[src/rtl/jtkicker_pcm_pkg.sv]
// Shared types and constants for the Yie Ar Kung-Fu PCM sample player.
package jtkicker_pcm_pkg;

  typedef enum logic [1:0] {
    StIdle,
    StFetch,
    StFull,
    StEnd
  } pcm_state_e;

  localparam logic [7:0] END_MARK = 8'hFF;
  localparam logic [7:0] OFFSET   = 8'h80;

endpackage

[src/rtl/jtkicker_pcm_fetch.sv]
// ROM request side of the PCM player: address counter, rom_ok qualification and
// the one-byte prefetch buffer.
module jtkicker_pcm_fetch #(
  parameter int unsigned AW = 16
) (
  input  logic          clk,
  input  logic          rst_n,
  input  logic          fetch,
  input  logic          load,
  input  logic [AW-1:0] load_addr,
  input  logic          consume,
  output logic          rom_cs,
  output logic [AW-1:0] rom_addr,
  input  logic [7:0]    rom_data,
  input  logic          rom_ok,
  output logic [7:0]    buf_data,
  output logic          buf_valid,
  output logic          got
);

  logic [AW-1:0] addr_q, addr_d;
  logic          chg_q, chg_d;
  logic [7:0]    buf_q, buf_d;
  logic          valid_q, valid_d;

  assign rom_cs    = fetch & ~valid_q;
  // rom_ok may still refer to the previous address right after a change
  assign got       = rom_cs & rom_ok & ~chg_q;
  assign rom_addr  = addr_q;
  assign buf_data  = buf_q;
  assign buf_valid = valid_q;

  always_comb begin
    addr_d  = addr_q;
    chg_d   = 1'b0;
    buf_d   = buf_q;
    valid_d = valid_q;
    if (load) begin
      addr_d  = load_addr;
      chg_d   = 1'b1;
      valid_d = 1'b0;
    end else begin
      if (consume) valid_d = 1'b0;
      if (got) begin
        buf_d   = rom_data;
        valid_d = 1'b1;
        addr_d  = addr_q + AW'(1);
        chg_d   = 1'b1;
      end
    end
  end

  always_ff @(posedge clk or negedge rst_n) begin
    if (!rst_n) begin
      addr_q  <= '0;
      chg_q   <= 1'b0;
      buf_q   <= '0;
      valid_q <= 1'b0;
    end else begin
      addr_q  <= addr_d;
      chg_q   <= chg_d;
      buf_q   <= buf_d;
      valid_q <= valid_d;
    end
  end

endmodule

[src/rtl/jtkicker_pcm_player.sv]
// 8-bit PCM sample player with gain. Define JTKICKER_PCM_LOOP_EN to loop the
// sample from its start address instead of stopping at the end marker.
module jtkicker_pcm_player
  import jtkicker_pcm_pkg::*;
#(
  parameter int unsigned AW = 16,
  parameter int unsigned GW = 4
) (
  input  logic           clk,
  input  logic           rst_n,
  input  logic           cen,
  input  logic           start,
  input  logic [AW-1:0]  start_addr,
  input  logic           stop,
  input  logic [GW-1:0]  gain,
  output logic           busy,
  output logic           rom_cs,
  output logic [AW-1:0]  rom_addr,
  input  logic [7:0]     rom_data,
  input  logic           rom_ok,
  output logic [8+GW-1:0] snd,
  output logic           sample,
  output logic           underrun
);

  localparam int unsigned SW = 8 + GW;

  pcm_state_e    state_q, state_d;
  logic [SW-1:0] snd_q, snd_d;
  logic          sample_q, sample_d;
  logic          underrun_q, underrun_d;
  logic          load, consume, got, buf_valid;
  logic [AW-1:0] load_addr;
  logic [7:0]    buf_data;

  logic signed [7:0]    sbyte;
  logic signed [GW:0]   sgain;
  logic signed [SW-1:0] prod;

  assign sbyte = buf_data ^ OFFSET;
  assign sgain = {1'b0, gain};
  // Full-scale product always fits in SW bits, so truncation is exact
  assign prod  = SW'(sbyte) * SW'(sgain);

`ifdef JTKICKER_PCM_LOOP_EN
  logic [AW-1:0] start_addr_q, start_addr_d;

  assign start_addr_d = start ? start_addr : start_addr_q;
  assign load_addr    = start ? start_addr : start_addr_q;

  always_ff @(posedge clk or negedge rst_n) begin
    if (!rst_n) start_addr_q <= '0;
    else        start_addr_q <= start_addr_d;
  end
`else
  assign load_addr = start_addr;
`endif

  jtkicker_pcm_fetch #(
    .AW (AW)
  ) u_fetch (
    .clk       (clk),
    .rst_n     (rst_n),
    .fetch     (state_q == StFetch),
    .load      (load),
    .load_addr (load_addr),
    .consume   (consume),
    .rom_cs    (rom_cs),
    .rom_addr  (rom_addr),
    .rom_data  (rom_data),
    .rom_ok    (rom_ok),
    .buf_data  (buf_data),
    .buf_valid (buf_valid),
    .got       (got)
  );

  always_comb begin
    state_d    = state_q;
    snd_d      = snd_q;
    sample_d   = 1'b0;
    underrun_d = underrun_q;
    load       = 1'b0;
    consume    = 1'b0;
    if (start) begin
      state_d    = StFetch;
      load       = 1'b1;
      underrun_d = 1'b0;
    end else if (stop) begin
      state_d = StIdle;
      snd_d   = '0;
    end else begin
      case (state_q)
        StFetch: begin
          // Empty buffer at cen: repeat the last sample and flag it
          if (cen) begin
            sample_d   = 1'b1;
            underrun_d = 1'b1;
          end
          if (got) state_d = StFull;
        end
        StFull: begin
          if (cen && buf_valid) begin
            if (buf_data == END_MARK) begin
`ifdef JTKICKER_PCM_LOOP_EN
              load    = 1'b1;
              state_d = StFetch;
`else
              state_d = StEnd;
`endif
            end else begin
              snd_d    = prod;
              sample_d = 1'b1;
              consume  = 1'b1;
              state_d  = StFetch;
            end
          end
        end
        StEnd: begin
          snd_d   = '0;
          state_d = StIdle;
        end
        default: ;
      endcase
    end
  end

  always_ff @(posedge clk or negedge rst_n) begin
    if (!rst_n) begin
      state_q    <= StIdle;
      snd_q      <= '0;
      sample_q   <= 1'b0;
      underrun_q <= 1'b0;
    end else begin
      state_q    <= state_d;
      snd_q      <= snd_d;
      sample_q   <= sample_d;
      underrun_q <= underrun_d;
    end
  end

  assign busy     = (state_q != StIdle);
  assign snd      = snd_q;
  assign sample   = sample_q;
  assign underrun = underrun_q;

endmodule

[config.mk]
export PLATFORM = sky130hd
export DESIGN_NAME = jtkicker_pcm_player
export DESIGN_NICKNAME = d
export VERILOG_FILES = /design/src/rtl/jtkicker_pcm_pkg.sv /design/src/rtl/jtkicker_pcm_fetch.sv /design/src/rtl/jtkicker_pcm_player.sv
export SDC_FILE = /design/constraint.sdc
export NUM_CORES = 1
export LEC_CHECK = 0
export CORE_MARGIN = 2
export CORE_UTILIZATION = 54
export CTS_BUF_LIST = sky130_fd_sc_hd__clkbuf_4
export DETAILED_ROUTE_END_ITERATION = 10
export GPL_TIMING_DRIVEN = 0
export PLACE_DENSITY = 0.91
export SLEW_MARGIN = 20
export SYNTH_ARGS = -nofsm -noshare
export SYNTH_HDL_FRONTEND = slang
export SYNTH_SLANG_ARGS = --single-unit
[constraint.sdc]
create_clock -name clk -period 4.8 [get_ports clk]
set_input_delay 0.96 -clock clk [delete_from_list [all_inputs] [get_ports clk]]
set_output_delay 0.96 -clock clk [all_outputs]
set_load 0.005 [all_outputs]
==> results.md, run 1 <==
* result of the run: completed
* CP required: 5050 ps
* post-CTS sizing: 0
* floorplan core area: 5850 um2
* async set or reset register ratio after synthesis: 1.00
* total of fill cells in the finished design: 445
* number of synthesized register bits: 42
* DRC viols: 0
* detailed router's first-iteration violation count: 178
* Post-synth EDFFs: 0
* largest fanout of any net on the critical path: 8
* number of buffers between clock root and the deepest sink: 2
* post-synthesis instance area: 3240 um2
* clk root buf: clkbuf_4
* post-synthesis net count: 426
* count of synthesis-stage warnings from yosys: 0
* height of the chip: 81.4 um
* Critical Path Start Type: input pin
* Routed wire per std cell: 14.6 um
* Detail Placement HPWL: 5870 um
* time the worst path needs with I/O delays and setup: 4420 ps
* row cnt: 28
* number of nets with antenna violations after routing: 0
* growth of design area from synthesis to finish: 25.7%
* Leakage: 1.86 nW
* start-to-end type of the worst setup path: in -> reg
* via count of the first global-routing pass: 2739
* Top FF cell, synth: dfrtp_1
* Fmax: 226 MHz
* TritonCTS buffer count: 5
* Area after DPL: 3990 um2
* data arrival time at the worst-slack endpoint: 4680 ps
* fin. max-slew vios: 0
* mean instance size in the synthesized netlist: 9.25 um2
* post-detailed-route via-to-cell ratio: 5.47
* buffer count from post-CTS setup fixing: 0
* r2r worst-path depth: 12
* number of sinks handled by clock tree synthesis: 42
* DIE WIDTH: 81.4 um
* Clock transition at path regs: 140 ps
* number of detailed-routing iterations run before antenna repair: 4
* actual slew at the worst max-slew pin: 519 ps
* Final setup violation count: 0
* leading cell type in the layout, fill and taps excluded: clkdlybuf4s50_1
* clock latency at the later pin of the worst-skew pair: 360 ps
* crit path capture type: flop
* die area: 6630 um2
* power density relative to cell area: 448 nW/um2
* clock tree from TritonCTS: built
* Max Clock Skew: 15.5 ps
* maximum number of pins on one net before global-route repair: 28
* number of maximum-capacitance violations: 0
* worst supply voltage drop on vdd: 259 uV
* Seq/Total Area, Yosys: 0.325
* depth of the CTS H-tree: 2
* diode insertion count for antenna repair: 0
* total via count in the routed design: 2725
* start point of the critical path: gain[2]
* Cell variety after synth: 56
* setup slack, reg-to-reg: 1060 ps
* initial core utilization: 0.553
* number of top-level pins: 66
* post-route standard cell area excluding fillers: 4070 um2
* master of the slowest instance on the critical path: fa_1
* aggregate global-route resource usage: 0.241
* I/O Buffers: 64
* grt ovf: 0
* most frequent cells in the layout: clkdlybuf4s50_1, nand2_1, inv_1
* hold crit path type: in -> async
* antenna violations before repair: 0
* Slew Limit Headroom: 0.654
* Total Routed Length: 7280 um
* worst path cell trace: clkdlybuf4s50_1 > and2_1 > ha_1 > fa_1 > inv_1 > fa_1 > inv_1 > ha_1 > a21o_1 > a21oi_1 > a211oi_1 > or3_1 > a32o_1
* accumulated negative setup slack: 0 ps
* final weighted congestion of routability-driven global placement: 0.862
* fraction of the cycle the final worst path needs: 0.922
* startpoint of the most critical register-to-register path: u_fetch.buf_data[3]
* R2R Path End: snd[11]
* net count reported at finish: 498
* unrepaired setup endpoints after global routing: false
* fraction of layout instances using a drive strength above 1: 0.0757
* post-synthesis cell count: 350
* wire length of the first global-routing pass: 12500 um
* Final Hold Fails: 0
* Slowest Stage Delay on Critical Path: 540 ps
* capture point of the critical path: snd[11]
* CTS hold repair buffers: 0
final cells by class:
cell class              instances  area, um2  area share
plain buffers                   9       41.3      0.0101
clock buffers                   5       37.5     0.00923
clock inverters                 3       43.8      0.0108
inverters                      44        165      0.0406
multi-input cells             255       1980       0.487
flip-flops and latches         42       1050       0.258
well taps                      75       93.8      0.0231
repair buffers                 65        656       0.161
logic make-up after synthesis:
| family | share of synthesized area |
|---|---|
| AOI/OAI and AO/OA | 0.121 |
| xor gates and xnor gates | 0.0645 |
| adders and majority gates | 0.199 |
| buffers and inverters | 0.0638 |
| DFF | 0.325 |
| muxes | 0.0340 |
| and+or+nand+nor | 0.193 |
stage by stage:
stage                     instances  worst slack (ps)  hold slack (ps)  utilization  power (mW)
final                           498               375              481        0.695        1.82
after global routing            498               180              498        0.695        2.01
after floorplan                 350               780              467            -        1.26
after global placement          489              47.6              464        0.679        1.53
after detailed placement        490              17.0              466        0.682        1.58
after CTS                       498               403              491        0.695        1.83
synthesized netlist by cell type (2+ instances only):
library cell  count  area share
nor2b_1           2      0.0039
nand2_1          48       0.056
or2_2             2      0.0039
fa_1             16       0.099
buf_2             3      0.0046
nor2_1           12       0.014
o21ai_0          23       0.036
clkbuf_1          4      0.0046
inv_1            43       0.050
a211oi_1          3      0.0070
o21ai_1           3      0.0046
a21o_1            4      0.0093
o31ai_1           6       0.014
xnor2_1          15       0.041
a21oi_1           7       0.011
nand2b_1          3      0.0058
dfrtp_1          42        0.32
nor3_2            2      0.0062
o41ai_1           2      0.0054
nand2b_2          2      0.0054
ha_1             26        0.10
xor2_1            7       0.019
nand4_1           6       0.012
mux2_2            8       0.028
nand3_1           4      0.0062
nor3_1            2      0.0031
mux2i_1           2      0.0062
or3_1             2      0.0039
and3_1            3      0.0058
and2_1           22       0.043
worst min path at each step:
stage                                     end  slack, ps  depth (start not counted)
after floorplan                        snd[9]        470                          2
after global placement                 snd[9]        460                          2
after detailed placement               snd[9]        470                          2
after CTS                            underrun        490                          1
after global routing      u_fetch.rom_addr[1]        500                          1
final                                underrun        480                          1
routing by layer:
metal,up-vias,global-route usage,share of wire
li1,1311,-,-
met1,1300,0.305,0.42
met2,92,0.420,0.50
met3,22,0.0363,0.052
met4,0,0.0864,0.027
met5,-,0,0
state kept, by name, summed over array words and instances (netlist names):
signal	cells
u_fetch.buf_data	8
sample	1
u_fetch.buf_valid	1
snd	12
state_q	2
underrun	1
u_fetch.rom_addr	16
u_fetch.chg_q	1
worst max-delay path, delay by kind of cell:
kind / cells / cell delay, ps
adder cells (fa/ha/maj): 4 / 1720
AND/OR/NAND/NOR: 2 / 560
buffers and inverters: 3 / 610
AO/OA/AOI/OAI: 4 / 820
report_power, final:
group	total (mW)	switching (mW)	leakage, nW	internal (mW)
Combinational	1.08	0.552	1.29	0.525
Clock	0.236	0.126	0.0456	0.111
Sequential	0.509	0.0756	0.526	0.433
Power figures use the tool's default switching activity.
==> run 2: changes to the inputs <==
==> constraint.sdc (replaced) <==
create_clock -name clk -period 4.2 [get_ports clk]
set_input_delay 0.84 -clock clk [delete_from_list [all_inputs] [get_ports clk]]
set_output_delay 0.84 -clock clk [all_outputs]
set_load 0.005 [all_outputs]
==> run 2 against run 1 <==
  * Utilization increased by 0.21 points
  * Cell count did not move
  * Register-to-register slack got worse by 520 ps
  * Critical path type unchanged
  * Final area up 0.31%
  * Via count down 0.40%
==> results.md, run 2 (synthesized netlist as in run 1, its figures left out) <==
* result of the run: completed
* Slew Limit Headroom: 0.651, -0.00263
* Routed wire per std cell: 14.7 um, +0.34%
* Critical Path Start Type: input pin
* power density relative to cell area: 514 nW/um2, +15%
* met1 WL: 3100 um, +1.3%
* wire length of the first global-routing pass: 12500 um, unchanged
* grt ovf: 0, unchanged
* I/O Buffers: 64, unchanged
* actual slew at the worst max-slew pin: 523 ps, +3.94 ps
* Total Routed Length: 7310 um, +0.34%
* clock tree from TritonCTS: built
* number of top-level pins: 66, unchanged
* R2R Path End: snd[11]
* fin. max-slew vios: 0, unchanged
* data arrival time at the worst-slack endpoint: 4170 ps, -510 ps
* least setup slack across all paths after layout: 283 ps, -91.7 ps
* worst path cell trace: clkdlybuf4s50_1 > and2_1 > fa_1 > inv_1 > fa_1 > inv_1 > ha_1 > a21o_1 > a21oi_2 > a211oi_1 > or3_1 > a32o_1
* post-detailed-route via-to-cell ratio: 5.45, -0.40%
* number of buffers between clock root and the deepest sink: 2, unchanged
* number of nets with antenna violations after routing: 0, unchanged
* height of the chip: 81.4 um, unchanged
* master of the slowest instance on the critical path: clkdlybuf4s50_1
* buffer count from post-CTS setup fixing: 0, unchanged
* fraction of layout instances using a drive strength above 1: 0.0804, +0.00473
* Final setup violation count: 0, unchanged
* startpoint of the most critical register-to-register path: u_fetch.buf_data[3]
* largest fanout of any net on the critical path: 8, unchanged
* initial core utilization: 0.553, unchanged
* DRC viols: 0, unchanged
* Fmax: 255 MHz
* net count reported at finish: 498, unchanged
* Switching Fraction: 0.416, +0.00209
* Slowest Stage Delay on Critical Path: 560 ps, +20 ps
* Clock transition at path regs: 150 ps, about the same
* pre-CTS setup slack: -463 ps, -480 ps
* metal2 WL: 3680 um, +0.71%
* row cnt: 28, unchanged
* detailed router's first-iteration violation count: 129, -28%
* total of fill cells in the finished design: 442, -0.67%
* part of the power in registers: 0.277, -0.002
* Max Clock Skew: 16.1 ps, +0.616 ps
* count of non-filler cells in the finished layout: 498, unchanged
* post-CTS sizing: 1, +1
* r2r worst-path depth: 12, unchanged
* leading cell type in the layout, fill and taps excluded: clkdlybuf4s50_1
* number of sinks handled by clock tree synthesis: 42, unchanged
* accumulated negative setup slack: 0 ps, unchanged
* area taken by multi-input logic gates: 1990 um2, +0.38%
* growth of design area from synthesis to finish: 26.0%
* Comb pwr share: 0.594, +0.003
* time the worst path needs with I/O delays and setup: 3920 ps
* diode insertion count for antenna repair: 0, unchanged
* Detail Placement HPWL: 5870 um, unchanged
* die area: 6630 um2, unchanged
* unrepaired setup endpoints after global routing: false
* net switching power: 872 uW, +16%
* depth of the CTS H-tree: 2, unchanged
* antenna violations before repair: 0, unchanged
* CP required: 4450 ps, -600 ps
* CTS hold repair buffers: 0, unchanged
* fraction of the cycle the final worst path needs: 0.933
* worst supply voltage drop on vdd: 294 uV, +14%
* clock network fraction of design power: 0.129, about the same
* internal power component: 1.23 mW, +15%
* DIE WIDTH: 81.4 um, unchanged
* Worst Path Buf+Inv: 3, unchanged
* total via count in the routed design: 2714, -0.40%
* clk root buf: clkbuf_4
* storage element area: 1050 um2, unchanged
* most frequent cells in the layout: clkdlybuf4s50_1, nand2_1, inv_1
* TritonCTS buffer count: 5, unchanged
* Final Hold Fails: 0, unchanged
* flip-flop count of the largest register, all copies and words added: 16, unchanged
* clock latency at the later pin of the worst-skew pair: 360 ps, about the same
* start-to-end type of the worst setup path: in -> reg
* floorplan core area: 5850 um2, unchanged
* family with the most delay on the worst path: adder cells
* highest routing layer actually used: met4
* number of detailed-routing iterations run before antenna repair: 4, unchanged
* crit path capture type: flop
* setup slack, reg-to-reg: 540 ps, -520 ps
* maximum number of pins on one net before global-route repair: 28, unchanged
* number of maximum-capacitance violations: 0, unchanged
* Detail Route met3 WL: 326 um, -14%
* Placed Cells: 490, unchanged
* aggregate global-route resource usage: 0.241, unchanged
* via count of the first global-routing pass: 2738, -0.037%
* final weighted congestion of routability-driven global placement: 0.862, unchanged
* hold crit path type: in -> async
* Leakage: 1.88 nW, +1.1%
run 2: worst max-delay path by stage:
| stage | start | endpoint | cells past startpoint |
|---|---|---|---|
| floorplan | gain[2] | snd[11] | 12 |
| global placement | gain[2] | snd[11] | 13 |
| detailed placement | gain[2] | snd[11] | 13 |
| CTS | gain[2] | snd[8] | 13 |
| global route | gain[1] | snd[10] | 12 |
| finish | gain[1] | snd[11] | 12 |
run 2: metrics by stage:
step	hold slack (ps)	area, um2	utilization	power [mW]
6_report	362	4080	0.698	2.10
5_1_grt	378	4080	0.698	2.31
4_1_cts	371	4070	0.696	2.10
3_5_place_dp	466	3990	0.682	1.81
3_3_place_gp	464	3970	0.679	1.75
2_1_floorplan	467	3240	-	1.44
run 2: final cells by class:
cell class | instances | share of cell area
well taps | 75 | 0.0230
clock inverters | 3 | 0.0107
plain buffers | 9 | 0.0101
clock buffers | 5 | 0.00920
multi-input cells | 255 | 0.487
flip-flops and latches | 42 | 0.258
repair buffers | 65 | 0.162
inverters | 44 | 0.0405
run 2: metal layers:
metal	up-vias	global-route usage
li1	1310	-
met1	1294	0.305
met2	88	0.420
met3	22	0.0363
met4	0	0.0864
met5	-	0
run 2: power groups by stage:
| stage | clock [mW] | sequential, mW | combinational [mW] |
|---|---|---|---|
| after floorplan | 0 | 0.573 | 0.864 |
| after global placement | 0 | 0.584 | 1.16 |
| after detailed placement | 0 | 0.591 | 1.22 |
| after CTS | 0.279 | 0.582 | 1.24 |
| after global routing | 0.294 | 0.598 | 1.42 |
| final | 0.270 | 0.582 | 1.25 |
==> run 3: changes to the inputs <==
--- a/config.mk
+++ b/config.mk
@@ -5,12 +5,11 @@
 export SDC_FILE = /design/constraint.sdc
 export NUM_CORES = 1
 export LEC_CHECK = 0
-export CORE_MARGIN = 2
 export CORE_UTILIZATION = 54
 export CTS_BUF_LIST = sky130_fd_sc_hd__clkbuf_4
 export DETAILED_ROUTE_END_ITERATION = 10
 export GPL_TIMING_DRIVEN = 0
-export PLACE_DENSITY = 0.91
+export PLACE_DENSITY = 0.94
 export SLEW_MARGIN = 20
 export SYNTH_ARGS = -nofsm -noshare
 export SYNTH_HDL_FRONTEND = slang
==> run 3 against run 2 <==
  * Clock power shrank 27%
  * Register-to-register slack about the same
  * Worst hold slack got worse by 13 ps
  * Clock skew is 2.5 ps higher
  * Flip-flop and latch count unchanged
  * Combinational power is essentially flat
  * Sequential share of layout area is 0.22 points higher
  * Largest cell class unchanged
  * Highest routed layer unchanged
==> results.md, run 3 (synthesized netlist as in run 1, its figures left out) <==
* grt ovf: 0, unchanged
* flip-flop count of the largest register, all copies and words added: 16, unchanged
* Slew Limit Headroom: 0.644, -0.00778
* number of detailed-routing iterations run before antenna repair: 4, unchanged
* time the worst path needs with I/O delays and setup: 3970 ps, +55.5 ps
* crit path capture type: flop
* post-detailed-route via-to-cell ratio: 5.47, +0.31%
* start-to-end type of the worst setup path: in -> reg
* clock latency at the later pin of the worst-skew pair: 370 ps, about the same
* actual slew at the worst max-slew pin: 531 ps, +8.46 ps
* Leakage: 1.86 nW, -1.3%
* net count reported at finish: 498, unchanged
* growth of design area from synthesis to finish: 25.0%
* number of sinks handled by clock tree synthesis: 42, unchanged
* Final Hold Fails: 0, unchanged
* Total Routed Length: 7250 um, -0.73%
* result of the run: completed
* master of the slowest instance on the critical path: fa_1
* post-layout total power: 2.03 mW, -3.4%
* floorplan core area: 5640 um2, -3.6%
* Routed wire per std cell: 14.7 um, -0.12%
* die area: 6310 um2, -4.9%
* CTS hold repair buffers: 0, unchanged
* Clock transition at path regs: 130 ps, -20 ps
* least setup slack across all paths after layout: 228 ps, -55.5 ps
* diode insertion count for antenna repair: 0, unchanged
* clock tree from TritonCTS: built
* utilization after layout: 0.717, +0.0196
* DRC viols: 0, unchanged
* maximum number of pins on one net before global-route repair: 30, +7.1%
* Max Clock Skew: 18.6 ps, +2.47 ps
* TritonCTS buffer count: 5, unchanged
* row cnt: 27, -3.6%
* Fmax: 252 MHz, -1.4%
* unrepaired setup endpoints after global routing: false
* storage element area: 1050 um2, unchanged
* worst supply voltage drop on vdd: 339 uV, +15%
* worst path cell trace: dlygate4sd2_1 > and2_1 > ha_1 > fa_1 > inv_1 > fa_1 > inv_1 > ha_1 > a21o_1 > a21oi_2 > a211oi_1 > or3_1 > a32o_1
* Worst Path Buf+Inv: 3, unchanged
* CP required: 4450 ps, about the same
* detailed router's first-iteration violation count: 131, +1.6%
* Slowest Stage Delay on Critical Path: 540 ps, -20 ps
* count of non-filler cells in the finished layout: 495, -0.60%
* Critical Path Start Type: input pin
* initial core utilization: 0.574, +0.0205
* depth of the CTS H-tree: 2, unchanged
* setup slack, reg-to-reg: 550 ps, about the same
* height of the chip: 79.4 um, -2.5%
* number of nets with antenna violations after routing: 0, unchanged
* aggregate global-route resource usage: 0.256, +0.0150
* pre-CTS setup slack: -437 ps, +26.1 ps
* Final setup violation count: 0, unchanged
* family with the most delay on the worst path: adder cells
* via count of the first global-routing pass: 2769, +1.1%
* clk root buf: clkbuf_4
* total via count in the routed design: 2706, -0.29%
* wire length of the first global-routing pass: 12500 um, +0.39%
* antenna violations before repair: 0, unchanged
* I/O Buffers: 64, unchanged
* final-layout worst hold slack: 349 ps, -12.7 ps
* final weighted congestion of routability-driven global placement: 0.879, +2.0%
* fraction of the cycle the final worst path needs: 0.946, +0.0132
* largest fanout of any net on the critical path: 8, unchanged
* Detail Placement HPWL: 5760 um, -1.8%
* DIE WIDTH: 79.4 um, -2.5%
* data arrival time at the worst-slack endpoint: 4220 ps, +50 ps
* total of fill cells in the finished design: 412, -6.8%
* fin. max-slew vios: 0, unchanged
* Placed Cells: 487, -0.61%
* most frequent cells in the layout: clkdlybuf4s50_1, nand2_1, inv_1
* number of top-level pins: 66, unchanged
* area taken by multi-input logic gates: 1990 um2, unchanged
* fraction of layout instances using a drive strength above 1: 0.0780, -0.00236
* leading cell type in the layout, fill and taps excluded: clkdlybuf4s50_1
* hold crit path type: in -> async
* number of maximum-capacitance violations: 0, unchanged
* power density relative to cell area: 501 nW/um2, -2.6%
* number of buffers between clock root and the deepest sink: 2, unchanged
==> run 3: changes by cell type in the layout (fill, tap and decap cells not counted) <==
cell            delta
o21ai_1            +1
dlymetal6s2s_1     -1
o21ai_0            -1
clkinvlp_4         +1
dlygate4sd2_1      +1
bufinv_16          -1
clkinv_1           +1
inv_6              -1
==> run 3: timing repair <==
action,4_1_cts,5_1_grt
endpoints found under the setup margin,3,3
buffers inserted,0,0
pin swaps,0,1
gates resized for setup,2,3
==> run 3: per-layer routing <==
layer | GRT usage | wire length (um) | vias up
met3 | 0.0377 | 333 | 18
li1 | - | - | 1313
met2 | 0.449 | 3670 | 87
met5 | 0 | 0 | -
met1 | 0.312 | 3080 | 1288
met4 | 0.111 | 170 | 0
==> run 3: per-stage QoR <==
stage          cell area [um2]  setup TNS [ps]
3_3_place_gp              3970           -1220
2_1_floorplan             3240               0
5_1_grt                   4050               0
6_report                  4050               0
3_5_place_dp              3980           -1580
4_1_cts                   4040           -57.1
==> run 3: worst register-to-register path, cell delays in order, from the launching register on <==
cell	delay (ps)
dfrtp_1	460
and2_1	190
ha_1	310
fa_1	540
inv_1	50
fa_1	530
inv_1	40
ha_1	350
a21o_1	190
a21oi_2	180
a211oi_1	110
or3_1	350
a32o_1	250
==> run 3: worst paths after layout <==
kind | start | to | cells after the start
hold reg to reg | snd[9] | snd[9] | 2
max in group asynchronous | rst_n | snd[9] | 2
hold / removal | rst_n | u_fetch.rom_addr[1] | 1
setup reg to reg | u_fetch.buf_data[3] | snd[11] | 12
min in group clk | snd[9] | snd[9] | 2
setup / recovery | gain[2] | snd[11] | 13
==> run 3: area by class of cell <==
| cell class | instances | area share |
|---|---|---|
| multi-input combinational | 255 | 0.491 |
| sequential | 42 | 0.260 |
| timing repair buffer | 65 | 0.162 |
| inverter | 44 | 0.0408 |
| tap | 72 | 0.0223 |
| buffer | 9 | 0.0102 |
| clock buffer | 5 | 0.00928 |
| clock inverter | 3 | 0.00402 |
==> run 3: report_power, final <==
| group | leakage [nW] | switching [mW] | internal (mW) |
|---|---|---|---|
| Sequential | 0.526 | 0.0918 | 0.495 |
| Combinational | 1.30 | 0.637 | 0.604 |
| Clock | 0.0286 | 0.135 | 0.0623 |
| Total | 1.86 | 0.864 | 1.16 |
